===== config.mk =====
export PLATFORM = sky130hd
export DESIGN_NAME = instr_encoder
export DESIGN_NICKNAME = d
export VERILOG_FILES = /design/src/rtl/instr_encoder.sv
export SDC_FILE = /design/constraint.sdc
export NUM_CORES = 1
export LEC_CHECK = 0
export BUFFER_PORTS_ARGS = -buffer_cell sky130_fd_sc_hd__buf_4
export CAP_MARGIN = 0
export CORE_MARGIN = 5
export CORE_UTILIZATION = 50
export CTS_BUF_LIST = sky130_fd_sc_hd__clkbuf_8
export CTS_CLUSTER_SIZE = 10
export DETAILED_ROUTE_END_ITERATION = 8
export PLACE_DENSITY = 0.78
export SYNTH_ARGS = -nofsm -noshare
export SYNTH_HDL_FRONTEND = slang
export SYNTH_SLANG_ARGS = --single-unit

===== constraint.sdc =====
create_clock -name clk -period 8.35 [get_ports clk]
set_input_delay 0.835 -clock clk [delete_from_list [all_inputs] [get_ports clk]]
set_output_delay 0.835 -clock clk [all_outputs]
set_load 0.05 [all_outputs]

===== src/rtl/instr_encoder.sv =====
// RV32I instruction encoder / program loader: turns field tuples into instruction
// words and streams them into instruction memory through a backpressured write port.
module instr_encoder #(
  parameter int                ADDR_W      = 32,
  parameter logic [ADDR_W-1:0] BASE_ADDR   = '0,
  parameter int                DEPTH_WORDS = 256
) (
  input  logic              clk,
  input  logic              rst_n,
  input  logic              start,
  input  logic              in_valid,
  output logic              in_ready,
  input  logic [2:0]        in_cls,
  input  logic [2:0]        in_funct3,
  input  logic              in_funct7b5,
  input  logic [4:0]        in_rd,
  input  logic [4:0]        in_rs1,
  input  logic [4:0]        in_rs2,
  input  logic [31:0]       in_imm,
  output logic              wr_en,
  input  logic              wr_ready,
  output logic [ADDR_W-1:0] wr_addr,
  output logic [31:0]       wr_data,
  output logic [15:0]       count,
  output logic              err_illegal,
  output logic              err_full,
  output logic              busy,
  output logic [1:0]        dbg_state
);

  // Handshakes: a transfer happens on a rising edge where valid && ready are both 1;
  // the valid side holds its payload stable until then and never waits on ready.

  typedef enum logic [1:0] {
    S_IDLE = 2'd0,
    S_RUN  = 2'd1,
    S_FULL = 2'd2
  } state_t;

  localparam logic [16:0] DEPTH17 = 17'(DEPTH_WORDS);

  state_t            state_q, state_d;
  logic              out_valid_q;
  logic [31:0]       wr_data_q;
  logic [ADDR_W-1:0] ptr_q;
  logic [15:0]       count_q;
  logic              err_illegal_q;
  logic              err_full_q;

  logic [16:0] fill;
  logic        wr_fire;
  logic        acc;
  logic [31:0] enc;
  logic        legal;
  logic        imm12_ok, immb_ok, immj_ok;

  // Words written plus the word waiting at the memory port.
  assign fill     = {1'b0, count_q} + {16'd0, out_valid_q};
  assign wr_fire  = out_valid_q && wr_ready;
  assign in_ready = (state_q == S_RUN) && !start && (!out_valid_q || wr_ready) && (fill < DEPTH17);
  assign acc      = in_valid && in_ready;

  assign imm12_ok = (&in_imm[31:11]) || (~|in_imm[31:11]);
  assign immb_ok  = ((&in_imm[31:12]) || (~|in_imm[31:12])) && !in_imm[0];
  assign immj_ok  = ((&in_imm[31:20]) || (~|in_imm[31:20])) && !in_imm[0];

  always_comb begin
    enc   = '0;
    legal = 1'b1;
    case (in_cls)
      3'd0: begin
        enc   = {in_imm[11:0], in_rs1, in_funct3, in_rd, 7'b0000011};
        legal = imm12_ok && !(in_funct3 == 3'b011 || in_funct3 == 3'b110 || in_funct3 == 3'b111);
      end
      3'd1: begin
        enc   = {in_imm[11:5], in_rs2, in_rs1, in_funct3, in_imm[4:0], 7'b0100011};
        legal = imm12_ok && (in_funct3 < 3'b011);
      end
      3'd2: begin
        enc   = {1'b0, in_funct7b5, 5'b00000, in_rs2, in_rs1, in_funct3, in_rd, 7'b0110011};
        legal = !in_funct7b5 || in_funct3 == 3'b000 || in_funct3 == 3'b101;
      end
      3'd3: begin
        enc   = {in_imm[31:12], in_rd, 7'b0110111};
        legal = (in_imm[11:0] == 12'd0);
      end
      3'd4: begin
        enc   = {in_imm[12], in_imm[10:5], in_rs2, in_rs1, in_funct3, in_imm[4:1], in_imm[11], 7'b1100011};
        legal = immb_ok && !(in_funct3 == 3'b010 || in_funct3 == 3'b011);
      end
      3'd5: begin
        if (in_funct3 == 3'b001 || in_funct3 == 3'b101) begin
          enc   = {1'b0, in_funct7b5, 5'b00000, in_imm[4:0], in_rs1, in_funct3, in_rd, 7'b0010011};
          legal = (in_imm[31:5] == 27'd0);
        end else begin
          enc   = {in_imm[11:0], in_rs1, in_funct3, in_rd, 7'b0010011};
          legal = imm12_ok;
        end
      end
      3'd6: begin
        enc   = {in_imm[20], in_imm[10:1], in_imm[11], in_imm[19:12], in_rd, 7'b1101111};
        legal = immj_ok;
      end
      default: begin
        enc   = {in_imm[11:0], in_rs1, 3'b000, in_rd, 7'b1100111};
        legal = imm12_ok;
      end
    endcase
  end

  always_comb begin
    state_d = state_q;
    if (start) begin
      state_d = S_RUN;
    end else if (state_q == S_RUN && wr_fire && ({1'b0, count_q} + 17'd1 >= DEPTH17)) begin
      state_d = S_FULL;
    end
  end

  always_ff @(posedge clk or negedge rst_n) begin
    if (!rst_n) begin
      state_q <= S_IDLE;
    end else begin
      state_q <= state_d;
    end
  end

  always_ff @(posedge clk or negedge rst_n) begin
    if (!rst_n) begin
      out_valid_q   <= 1'b0;
      wr_data_q     <= '0;
      ptr_q         <= '0;
      count_q       <= '0;
      err_illegal_q <= 1'b0;
      err_full_q    <= 1'b0;
    end else if (start) begin
      out_valid_q   <= 1'b0;
      ptr_q         <= BASE_ADDR;
      count_q       <= '0;
      err_illegal_q <= 1'b0;
      err_full_q    <= 1'b0;
    end else begin
      out_valid_q <= (out_valid_q && !wr_ready) || (acc && legal);
      if (acc && legal) begin
        wr_data_q <= enc;
      end
      if (acc && !legal) begin
        err_illegal_q <= 1'b1;
      end
      if (wr_fire) begin
        ptr_q <= ptr_q + ADDR_W'(4);
        if ({1'b0, count_q} < DEPTH17) begin
          count_q <= count_q + 16'd1;
        end
      end
      if (in_valid && state_q != S_IDLE && fill >= DEPTH17) begin
        err_full_q <= 1'b1;
      end
    end
  end

  assign wr_en       = out_valid_q;
  assign wr_addr     = ptr_q;
  assign wr_data     = wr_data_q;
  assign count       = count_q;
  assign err_illegal = err_illegal_q;
  assign err_full    = err_full_q;
  assign busy        = (state_q != S_IDLE);
  assign dbg_state   = state_q;

endmodule


==> results by group <==
Run status
  • Outcome: finished clean

Logic synthesis
  • Synth cell types: 54
  • Synth Flop Type: dfrtp_1
  • Gate count after technology mapping: approximately 520
  • Synthesized area: 4940 µm²
  • Seq/Total Area, Yosys: 41.6%
  • EDFF count, synth: 0
  • Share of flip-flops with an asynchronous set or reset: between 90% and 100%
  • Yosys warnings: 0
  • FF+latch count, synth: 82
  • Syn avg cell area: approximately 9.5 µm²

GRT
  • First-pass GRT wire length: 21,800 µm
  • Antenna violations before repair: 0
  • Largest net degree at the start of global routing: 83
  • GRT Total Usage: between 20% and 30%
  • GR Overflow Total: 0
  • Number of global-route vias before repair: between 4,000 and 5,000

Critical path
  • WP data arrival: 3.09 ns
  • Critical path capture point type: primary output
  • Worst r2r src: count[0]$_DFFE_PN0P_
  • FF-to-FF End: wr_data[11]$_DFFE_PN0P_
  • CP Class: flip-flop to primary output
  • Max FO, Critical Path: 9
  • Critical path startpoint category: flip-flop
  • Worst reg2reg setup slack: just under 5 ns
  • Worst R2R Path Depth: 9
  • Critical path required time: 7.52 ns

Power
  • Worst vdd rail ir drop: around 0.096 mV
  • Lkg Pwr: 2.86 nW
  • PD cells: 176 nW/µm²

Floorplan
  • DIE WIDTH: ~110 µm
  • Io pins: 146
  • Initial Util: slightly above 50%
  • Die area: 12,000 µm²
  • Core Rows: 36
  • Core Area: 9680 µm²
  • Chip Height: 109 µm

Detailed routing
  • Average wire per standard cell: 17.4 µm
  • TritonRoute pass-1 iters: 5
  • Detailed-route wire length: 13,500 µm
  • Detail Route Antenna Nets: 0
  • Via Count: approximately 4,400
  • Residual DRC: 0
  • Iteration-0 DRC Markers: 250
  • DR vias/cell: around 5.7

Cells and area
  • Most frequent cells in the layout: 144 x buf_4, 82 x dfrtp_1, 51 x nor2_1
  • Diode count: 0
  • Commonest non-fill, non-tap cell in the layout: buf_4
  • FF+latch area: 2050 µm²
  • NumNets Final: slightly above 700
  • Layout cells sized above 1: 30.7%
  • Number of fill cells: between 800 and 900
  • Finished Layout Cells: 779
  • Multi-input logic area: 2660 µm²
  • Area growth from synthesis to layout: 25.8%

Timing
  • Relative slew slack: 30.4%
  • Final period utilization: 47.1%
  • Worst slew pin tran: 1.04 ns
  • Setup-failing EPs final: 0
  • Setup TNS: 0 ns
  • Setup Skew: 0.00568 ns
  • Final hold slack: approximately 0.52 ns
  • Final hold vios: 0
  • Fmax: 255 MHz
  • RSZ-0062 raised after global routing: false
  • Final min period: 3.93 ns
  • Max Slew Vio Count: 0

Clocking
  • Post-CTS setup buffers: 0
  • Clock sink total: between 80 and 90
  • CTS root buffer: clkbuf_8
  • Clock latency at the later pin of the worst-skew pair: 0.35 ns
  • Worst-path clk slew: roughly 0.080 ns
  • Max H-tree Level: 3
  • CTS tree: done
  • CTS Buf Count: 9
  • Longest Clk Path Bufs: 2
  • CTS resizes: 0
  • # hold bufs at CTS: 0

Placed design
  • Final HPWL DP: 9800 µm
  • GPL Wtd Cong: 0.870
  • IO Port Bufs: approximately 140
  • DP Cell Count: 763

Worst hold path
  • Hold EP: wr_data[14]$_DFFE_PN0P_
  • Hold Crit Depth: 1
  • Min-Delay Path Class: flip-flop to flip-flop
  • Hold path startpoint: wr_data[14]$_DFFE_PN0P_

Flow run
  • MaxCap Viol Count: 0
-- per-layer routing --
| metal | track usage [%] | part of all wire (%) |
|---|---|---|
| met5 | 0 | 0 |
| met4 | 7.21 | 1.6 |
| met3 | 4.93 | 8.7 |
| met2 | 37.5 | 47 |
| met1 | 30.0 | 43 |
-- cell families (layout without fill, tap and decap cells) --
kind of cell / Yosys count / count (layout) / share of synthesized area (%)
AOI/OAI and AO/OA: 69 / 69 / 9.55
xor gates and xnor gates: 38 / 38 / 6.74
adders and majority gates: 5 / 5 / 1.27
buffers and inverters: 51 / 178 / 4.71
DFF: 82 / 82 / 41.6
muxes: 51 / 51 / 13.1
other: 1 / 2 / 0.0760
and+or+nand+nor: 221 / 221 / 23.0
-- Yosys cell counts, drive strengths merged (3+ instances only) --
master  number  area (µm²)
o211ai       5        37.5
mux2        32         458
clkbuf      19        72.6
and4         6        52.6
o21ai       18        90.1
xor2        19         166
inv         18        67.6
and3         5        31.3
nor4        11        68.8
nand3       22         110
nand4       19         125
nor3b        4        30.0
a22oi        3        22.5
a22o         8        70.1
nor2b        8        50.1
nor2        51         191
a21oi       18        90.1
buf         14        92.6
mux2i       19         190
or2          7        43.8
nand2b       4        25.0
xnor2       19         166
dfrtp       82        2050
ha           5        62.6
nand2       48         180
and2         6        37.5
or3          5        31.3
nor3        17        85.1
-- sequential cells by signal (all words and copies together), names as in the netlist --
signal,flops
dbg_state,2
wr_data,31
wr_en,1
err_full,1
err_illegal,1
count,16
wr_addr,30
-- through the flow --
stage	setup slack [ns]	total power, mW	util, %	cell area [µm²]
after floorplan	4.04	0.700	-	4940
after global placement	4.82	0.818	62.2	6020
after detailed placement	4.79	0.824	62.2	6020
after CTS	4.44	1.11	64.1	6210
after global routing	4.19	1.14	64.1	6210
final	4.42	1.10	64.1	6210
-- critical path: stages, from the launching register on --
cell	delay, ns
dfrtp_1	0.53
ha_1	0.28
ha_1	0.24
nand3_1	0.09
nor3_1	0.23
mux2_2	0.37
a2111o_1	0.48
nor3b_1	0.28
buf_4	0.25
-- where the power goes --
| group | internal (mW) | switching [mW] | total, mW |
|---|---|---|---|
| Sequential | 0.435 | 0.0258 | 0.461 |
| Clock | 0.135 | 0.144 | 0.279 |
| Combinational | 0.130 | 0.225 | 0.355 |
-- how the worst max path moves through the flow --
| stage | start | to | slack (ns) | cells past startpoint |
|---|---|---|---|---|
| floorplan | count[0]$_DFFE_PN0P_ | in_ready | 4.04 | 7 |
| global placement | in_imm[10] | wr_data[10]$_DFFE_PN0P_ | 4.82 | 8 |
| detailed placement | in_imm[10] | wr_data[16]$_DFFE_PN0P_ | 4.79 | 8 |
| CTS | count[0]$_DFFE_PN0P_ | in_ready | 4.44 | 8 |
| global route | count[0]$_DFFE_PN0P_ | in_ready | 4.19 | 8 |
| finish | count[0]$_DFFE_PN0P_ | in_ready | 4.42 | 8 |
-- layout make-up --
| class | instances | area share [%] |
|---|---|---|
| tap | 133 | 2.68 |
| timing repair buffer | 144 | 17.4 |
| clock buffer | 9 | 1.99 |
| clock inverter | 7 | 1.01 |
| multi-input combinational | 386 | 42.8 |
| inverter | 18 | 1.09 |
| sequential | 82 | 33.0 |
(Power assumes the default switching activity.)
